**src/rtl/instmem_pkg.sv**
```systemverilog
// instmem_pkg: shared types and defaults for the loadable instruction memory.
package instmem_pkg;
    localparam int IW_DEF = 9;
    localparam int AW_DEF = 8;
    localparam logic [IW_DEF-1:0] NOP_DEF = '0;
    typedef enum logic [1:0] {IDLE, LOAD, FILL, DONE} state_t;
endpackage

```
**src/rtl/instmem_loadable_if.sv**
```systemverilog
// instmem_loadable_if: program-load stream and fetch port of the instruction memory.
interface instmem_loadable_if
    import instmem_pkg::*;
#(
    parameter int IW = IW_DEF,
    parameter int AW = AW_DEF
);
    logic          prog_start;
    logic          prog_valid;
    logic [IW-1:0] prog_data;
    logic          prog_last;
    logic          prog_ready;
    logic          prog_err;
    logic          load_done;
    logic [AW:0]   load_count;
    logic [AW-1:0] pc;
    logic          fetch_en;
    logic [IW-1:0] inst;
    logic          inst_valid;
    modport master (
        output prog_start, prog_valid, prog_data, prog_last, pc, fetch_en,
        input  prog_ready, prog_err, load_done, load_count, inst, inst_valid
    );
    modport slave (
        input  prog_start, prog_valid, prog_data, prog_last, pc, fetch_en,
        output prog_ready, prog_err, load_done, load_count, inst, inst_valid
    );
endinterface

```
**src/rtl/imem_ram.sv**
```systemverilog
// imem_ram: single-write, single-read synchronous RAM with registered read data.
module imem_ram #(
    parameter int IW = 9,
    parameter int AW = 8
) (
    input  logic          clk,
    input  logic          we,
    input  logic [AW-1:0] waddr,
    input  logic [IW-1:0] wdata,
    input  logic          re,
    input  logic [AW-1:0] raddr,
    output logic [IW-1:0] rdata
);
    logic [IW-1:0] mem [2**AW];
    logic [IW-1:0] rd_q;
    always_ff @(posedge clk) begin
        if (we) mem[waddr] <= wdata;
        if (re) rd_q <= mem[raddr];
    end
    assign rdata = rd_q;
endmodule

```
**src/rtl/instmem_loadable.sv**
```systemverilog
// instmem_loadable: instruction memory loaded by a beat stream, zero-filled to the end,
// and fetchable only once the whole image is in place.
module instmem_loadable
    import instmem_pkg::*;
#(
    parameter int            IW  = IW_DEF,
    parameter int            AW  = AW_DEF,
    parameter logic [IW-1:0] NOP = {IW{1'b0}}
) (
    input logic                clk,
    input logic                reset,
    instmem_loadable_if.slave  bus
);
    state_t        state_q, state_d;
    logic [AW-1:0] wptr_q, wptr_d;
    logic [AW:0]   cnt_q, cnt_d;
    logic          err_q, err_d, nop_q, nop_d, iv_q, iv_d;
    logic          acc, fill_we, fetch;
    logic [IW-1:0] rd;
    assign bus.prog_ready = state_q == LOAD && !bus.prog_start;
    always_comb begin
        acc     = bus.prog_valid && bus.prog_ready;
        fill_we = state_q == FILL && !bus.prog_start;
        fetch   = state_q == DONE && bus.fetch_en;
        state_d = state_q;
        wptr_d  = (acc || fill_we) ? wptr_q + AW'(1) : wptr_q;
        cnt_d   = acc ? cnt_q + (AW+1)'(1) : cnt_q;
        err_d   = err_q || (bus.prog_valid && state_q != LOAD);
        // The read register is only refreshed on a fetch, so NOP masking tracks gating separately.
        nop_d   = state_q != DONE ? 1'b1 : fetch ? 1'b0 : nop_q;
        iv_d    = fetch;
        if (acc && (bus.prog_last || wptr_q == '1)) state_d = wptr_q == '1 ? DONE : FILL;
        if (fill_we && wptr_q == '1) state_d = DONE;
        if (bus.prog_start) begin
            state_d = LOAD;
            wptr_d  = '0;
            cnt_d   = '0;
            err_d   = 1'b0;
        end
    end
    always_ff @(posedge clk) begin
        if (reset) begin
            state_q <= IDLE;
            wptr_q  <= '0;
            cnt_q   <= '0;
            err_q   <= 1'b0;
            nop_q   <= 1'b1;
            iv_q    <= 1'b0;
        end else begin
            state_q <= state_d;
            wptr_q  <= wptr_d;
            cnt_q   <= cnt_d;
            err_q   <= err_d;
            nop_q   <= nop_d;
            iv_q    <= iv_d;
        end
    end
    imem_ram #(.IW(IW), .AW(AW)) u_ram (
        .clk   (clk),
        .we    (acc || fill_we),
        .waddr (wptr_q),
        .wdata (acc ? bus.prog_data : NOP),
        .re    (fetch),
        .raddr (bus.pc),
        .rdata (rd)
    );
    assign bus.inst       = nop_q ? NOP : rd;
    assign bus.inst_valid = iv_q;
    assign bus.load_done  = state_q == DONE;
    assign bus.load_count = cnt_q;
    assign bus.prog_err   = err_q;
endmodule

```
**src/flat_wrapper.sv**
```systemverilog
// flat-port wrapper written by rule: the top's interface ports become plain ports
module instmem_loadable_flat import instmem_pkg::*;
#(
    parameter int            IW  = IW_DEF,
    parameter int            AW  = AW_DEF,
    parameter logic [IW-1:0] NOP = {IW{1'b0}}
)
  (clk, reset, bus_prog_start, bus_prog_valid, bus_prog_data, bus_prog_last, bus_pc, bus_fetch_en, bus_prog_ready, bus_prog_err, bus_load_done, bus_load_count, bus_inst, bus_inst_valid);
  instmem_loadable_if #(.IW(IW), .AW(AW)) bus_i ();
  input logic clk;
  input logic reset;
  input wire logic [$bits(bus_i.prog_start)-1:0] bus_prog_start;
  input wire logic [$bits(bus_i.prog_valid)-1:0] bus_prog_valid;
  input wire logic [$bits(bus_i.prog_data)-1:0] bus_prog_data;
  input wire logic [$bits(bus_i.prog_last)-1:0] bus_prog_last;
  input wire logic [$bits(bus_i.pc)-1:0] bus_pc;
  input wire logic [$bits(bus_i.fetch_en)-1:0] bus_fetch_en;
  output wire logic [$bits(bus_i.prog_ready)-1:0] bus_prog_ready;
  output wire logic [$bits(bus_i.prog_err)-1:0] bus_prog_err;
  output wire logic [$bits(bus_i.load_done)-1:0] bus_load_done;
  output wire logic [$bits(bus_i.load_count)-1:0] bus_load_count;
  output wire logic [$bits(bus_i.inst)-1:0] bus_inst;
  output wire logic [$bits(bus_i.inst_valid)-1:0] bus_inst_valid;
  assign bus_i.prog_start = bus_prog_start;
  assign bus_i.prog_valid = bus_prog_valid;
  assign bus_i.prog_data = bus_prog_data;
  assign bus_i.prog_last = bus_prog_last;
  assign bus_i.pc = bus_pc;
  assign bus_i.fetch_en = bus_fetch_en;
  assign bus_prog_ready = bus_i.prog_ready;
  assign bus_prog_err = bus_i.prog_err;
  assign bus_load_done = bus_i.load_done;
  assign bus_load_count = bus_i.load_count;
  assign bus_inst = bus_i.inst;
  assign bus_inst_valid = bus_i.inst_valid;
  instmem_loadable #(.IW(IW), .AW(AW), .NOP(NOP)) u_core (.clk(clk), .reset(reset), .bus(bus_i));
endmodule
```
**config.mk**
```make
export PLATFORM = sky130hd
export DESIGN_NAME = instmem_loadable_flat
export DESIGN_NICKNAME = d
export VERILOG_FILES = /design/src/rtl/instmem_pkg.sv /design/src/rtl/instmem_loadable_if.sv /design/src/rtl/imem_ram.sv /design/src/rtl/instmem_loadable.sv /design/src/flat_wrapper.sv
export SDC_FILE = /design/constraint.sdc
export NUM_CORES = 2
export LEC_CHECK = 0
export ABC_AREA = 1
export CAP_MARGIN = 20
export CORE_MARGIN = 2
export CORE_UTILIZATION = 27
export DETAILED_ROUTE_END_ITERATION = 10
export GPL_ROUTABILITY_DRIVEN = 1
export SLEW_MARGIN = 20
export SYNTH_ARGS = -nofsm -noshare
export SYNTH_HDL_FRONTEND = slang
export SYNTH_SLANG_ARGS = --single-unit
```
**constraint.sdc**
```tcl
create_clock -name clk -period 28.1 [get_ports clk]
set_input_delay 4.215 -clock clk [delete_from_list [all_inputs] [get_ports clk]]
set_output_delay 4.215 -clock clk [all_outputs]
set_load 0.02 [all_outputs]
```
; Yosys cells after proc, flatten, opt, wreduce, memory -nomap -nowiden
; Memory sizes are Yosys's and may differ from the RTL's. A register that Yosys moved wholly into a read port is not among the register bits.
; Index checks and enable logic that the tools add are counted.
[op_classes]
n_mux = 8
n_addsub = 2
n_reduce_logical = 15
eq_ne = 6
[ops]
columns = cell, n
row1 = two-way mux 9 bit, 2
row2 = "adder 9 x 1 -> 9 bit, second input constant", 1
row3 = "adder 8 x 1 -> 8 bit, second input constant", 1
row4 = "== test 8 bit, second input constant", 1
row5 = logical AND 1 bit, 7
row6 = "== test 2 bit, second input constant", 2
row7 = two-way mux 1 bit, 4
row8 = two-way mux 2 bit, 2
row9 = OR reduction 2 bit, 2
row10 = logical OR 1 bit, 3
row11 = nonzero test 3 bit, 1
row12 = "== test 2 x 1 -> 1 bit, second input constant", 1
row13 = "inequality test 2 x 1 -> 1 bit, second input constant", 1
row14 = "inequality test 2 bit, second input constant", 1
row15 = nonzero test 2 bit, 1
row16 = zero test 1 bit, 1
[word_totals]
n_memories = 1
out_inout_bits = 22
elab_cells = 39
ramBits = 2304
in_bits = 23
regBits = 22
[memory_table]
columns = name, words, width, read_ports, rd_ports_with_merged_regs, wr, line_no
row1 = u_core.u_ram.mem, 256, 9, 1, 1, 1, imem_ram.sv:14  ; logic [IW-1:0] mem [2**AW];

; Longest topological paths before layout
[depth]
word_depth = 7
depth_mapped = 15
mapped_depth_nobuf = 11

; By module
; From an unflattened synthesis, not the netlist that was laid out.
[hier_totals]
hier_cells = 8039
hier_area_um2 = 94901.0
[modules_own_cells]
columns = module, cells_each, seq_area_each_um2, n_inst, area_per_inst_um2
row1 = imem_ram, 7826, 69456.6, 1, 93609.8
row2 = instmem_loadable, 213, 440.4, 1, 1291.2

; Worst setup path after synthesis
; No wires, ideal clock.
[synth_timing]
kind = input port to flip-flop
startpoint = input bus_prog_start
endpoint = memory u_core.u_ram.mem[0][0], data pin
arrival_time_ps = 10580
setup_time_ps = 1393
stages = 4
t_required_ps = 26707
slack_ps = 16127
path_buffers = 1
path_cell_list = inv_1 > nand4_4 > clkbuf_1 > nor2_1
[synth_via]
elab_chain_len = 4
[synth_lines]
columns = element, line_no
row1 = start: declaration, flat_wrapper.sv:12  ; input wire logic [$bits(bus_i.prog_start)-1:0] bus_prog_start;
row2 = zero test 1 bit, instmem_loadable.sv:20  ; assign bus.prog_ready = state_q == LOAD && !bus.prog_start;
row3 = logical AND 1 bit, instmem_loadable.sv:20
row4 = logical AND 1 bit, instmem_loadable.sv:22  ; acc = bus.prog_valid && bus.prog_ready;
row5 = two-way mux 9 bit, instmem_loadable.sv:62  ; .wdata (acc ? bus.prog_data : NOP),
row6 = via u_core.u_ram.wdata[0], imem_ram.sv:9  ; input logic [IW-1:0] wdata,
row7 = end: declaration, imem_ram.sv:14
; The timed path passes the listed nets, and every way through them passes these cells.

; Worst setup path after layout
[layout_timing]
startpoint = input bus_prog_start
endpoint = output bus_prog_ready
[layout_via]
elab_chain_len = 2
[layout_lines]
columns = element, line_no
row1 = zero test 1 bit, instmem_loadable.sv:20
row2 = logical AND 1 bit, instmem_loadable.sv:20
row3 = end: declaration, flat_wrapper.sv:18  ; output wire logic [$bits(bus_i.prog_ready)-1:0] bus_prog_ready;
; No other way between the ends.

==> results by group <==
CTS
  • Num CTS Buffers: around 240
  • Clock slew at the register clock pins of the worst setup and hold paths: 0.06 ns
  • Post_cts resized: 0
  • Depth of the CTS H-tree: 4
  • Setup bufs post-CTS: 0
  • Longest Clk Path Bufs: 4
  • CTS tree: yes
  • Clock sinks: around 2300
  • Hold buffers post-CTS: 0
  • Root Buffer: clkbuf_16
  • Skew-Pair Late Insertion Delay: between 0.9 and 1 ns

Finish
  • Share of cells above drive strength 1: under 10%
  • P&R area growth vs syn: 13.2%
  • Final net count: around 8000
  • Final cell count without fillers: 12700

Synthesis
  • Post-Synth XOR/XNOR Area: less than 1%
  • Mapped Cells: approximately 8000
  • Flop and latch count out of synthesis: between 2000 and 2500
  • Primary FF master, synth: edfxtp_1
  • Main combinational cell family by area after synthesis: simple AND/OR/NAND/NOR gates
  • Synth Warn #: 0
  • Post-Synth Adder-Cell Area: 0.0660%
  • Compound-Gate Fraction of Synth Area: less than 1%
  • Async S/R FF share, synth: 0%
  • EDFF count, synth: between 2000 and 2500
  • Commonest cells post-synth: nand2_1, edfxtp_1, nand3_1, buf_2, nor2_1
  • Synth Area in Simple Gates: a little under a quarter
  • Top-count cell post-synth: nand2_1
  • Synth area leaders: edfxtp_1, nand3_1, nand2_1
  • Synth Net Count: 8058
  • Mux contribution to synthesized area: 0%
  • Cell taking the most area after synthesis: edfxtp_1
  • Netlist Area Pre-Place: around 95000 sq um
  • Netlist cell types: 29
  • Area fraction of the dominant cell type after synthesis: 73.3%
  • Sequential area share after synthesis: between 70% and 80%
  • Mean Syn Cell Area: 11.8 sq um

Pwr
  • VDD IR-drop max: 0.0508 mV
  • Power Density: 68.6 nW/um^2
  • Total power: approximately 0.0074 W
  • Leakage: 36.3 nW

Floorplanning
  • I/O pins: 45
  • Die width: around 600 microns
  • Initial Util: a little over a quarter
  • Core ar.: 349000 sq um
  • Cell Rows: around 220
  • Die ar.: between 300000 and 400000 sq um
  • Die Height: ~600 microns

STA
  • Max Slew Vio Count: 0
  • Slew at the pin closest to its max-slew limit: around 1.2 ns
  • RSZ-0062 raised after global routing: no
  • Max Freq: about 100 MHz
  • Post-Route Setup TNS: 0 ns
  • Min Tclk post-route: between 9 and 10 ns
  • Worst rel slew slack: between 20% and 30%
  • Fin Clk Skew: approximately 0.084 ns
  • Crit share post-route: about a third
  • Final hold vios: 0
  • Final Setup Violations: 0

Detailed routing
  • WL/cell: about 21 microns
  • Drt pass-1 iters: 7
  • Vias: slightly above 60000
  • Post-DRT Antenna Nets: 0
  • # DRC: 0
  • Detailed Route Iter0 Violations: 7107
  • Via-to-Cell Ratio: slightly below 5
  • Post-Route WL: ~270000 microns

GRT
  • Largest net degree at the start of global routing: 251
  • Global route overflow: 0
  • Number of global-route vias before repair: 57300
  • Total track usage: around 14%
  • First-pass GRT wire length: 390000 microns
  • Initial antenna violation count: 2

Critical path
  • Crit end category: primary output
  • Reg-to-reg endpoint: u_core.u_ram.mem[133][3]
  • WP data required: around 24 ns
  • CP Max Fanout: 5
  • Reg2Reg Setup Slack: ~23 ns
  • Worst EP arrival: ~5.6 ns
  • Worst-case reg-to-reg path depth: 8
  • Critical R2R Launch: u_core.state_q[1]
  • CP Launch Type: input pin
  • Type of the worst setup path: input pin to primary output

Placement
  • GPL Wtd Cong: 0.824
  • Port bufs: between 40 and 50
  • Hpwl dp: roughly 140000 microns
  • DP Cell Count: about 12000

Flow run
  • Max-cap viol count: 0

Hold path
  • Hold_sp: u_core.bus.prog_err
  • Hold EP: u_core.bus.prog_err
  • Worst hold stages: 2
  • HP Class: register to register

Outcome
  • Status: complete, no violations
## registers in the layout, indices dropped and copies added, names as in the netlist
register / flops
u_core.wptr_q: 8
u_core.nop_q: 1
u_core.u_ram.rdata: 9
u_core.bus.inst_valid: 1
u_core.state_q: 2
u_core.bus.prog_err: 1
u_core.bus.load_count: 9
u_core.u_ram.mem: 2304
## layer usage
| layer | part of all wire (%) | track usage [%] | up-vias | wire length, microns |
|---|---|---|---|---|
| met5 | 0 | 0 | - | 0 |
| li1 | - | - | 28100 | - |
| met2 | 48 | 23.5 | 2437 | 127000 |
| met3 | 7.4 | 1.92 | 412 | 19500 |
| met4 | 3.4 | 4.94 | 0 | 8940 |
| met1 | 42 | 19.6 | 30300 | 110000 |
## layout make-up
class	count	area [sq um]
Clock inverter	144	1580
Fill cell	34500	242000
Sequential cell	2335	69900
Inverter	133	544
Antenna cell	2	5.00
Multi-Input combinational cell	5029	22000
Timing Repair Buffer	147	1440
Clock buffer	287	6160
Tap cell	4599	5750
## cells by family (layout without fill, tap and decap cells)
logic type,after synthesis,after routing
buffers and inverters,666,711
adder cells (fa/ha/maj),5,5
XOR/XNOR,1,1
AND/OR/NAND/NOR,4994,4994
other,0,2
AO/OA/AOI/OAI,29,29
flip-flops,2335,2335
## cells in the final DEF (no fill, tap or decap), drive strengths merged
master	netlist	final
nand2	2407	2407
edfxtp	2313	2313
nand3	2269	2269
nor2	304	304
clkbuf	100	287
inv	127	132
buf	433	109
clkinv	6	107
clkdlybuf4s50	0	38
bufinv	0	32
dfxtp	22	22
a21oi	15	15
o21ai	11	11
nor3	9	9
clkinvlp	0	6
ha	5	5
nand4	3	3
diode	0	2
o31ai	1	1
nor4	1	1
and2	1	1
xor2	1	1
a31oi	1	1
o21bai	1	1
## report_power, final
part | internal, W | switching [W]
Combinational | 0.0000937 | 0.000281
Clock | 0.00185 | 0.00134
Sequential | 0.00379 | 0.000000480
## worst max-delay path by stage
stage,from,cells after the start,slack (ns),endpoint
3_3_place_gp,bus_prog_start,3,18.29,bus_prog_ready
2_1_floorplan,bus_prog_start,4,16.13,u_core.u_ram.mem[0][0]
3_5_place_dp,bus_prog_start,3,18.31,bus_prog_ready
6_report,bus_prog_start,3,18.30,bus_prog_ready
5_1_grt,bus_prog_start,3,18.23,bus_prog_ready
4_1_cts,bus_prog_start,3,18.31,bus_prog_ready
## stage by stage
stage	instance area, sq um	hold WS, ns	util (%)	setup WS (ns)
5_1_grt	107000	0.499	30.7	18.23
4_1_cts	107000	0.452	30.7	18.31
3_5_place_dp	99500	0.442	28.5	18.31
2_1_floorplan	94800	0.467	-	16.13
6_report	107000	0.455	30.7	18.30
3_3_place_gp	99500	0.443	28.5	18.29
## worst max-delay path: stages
cell and delay (ns):
clkdlybuf4s50_1 0.52, nor3_1 0.22, clkdlybuf4s50_1 0.63
Power figures use the tool's default switching activity.
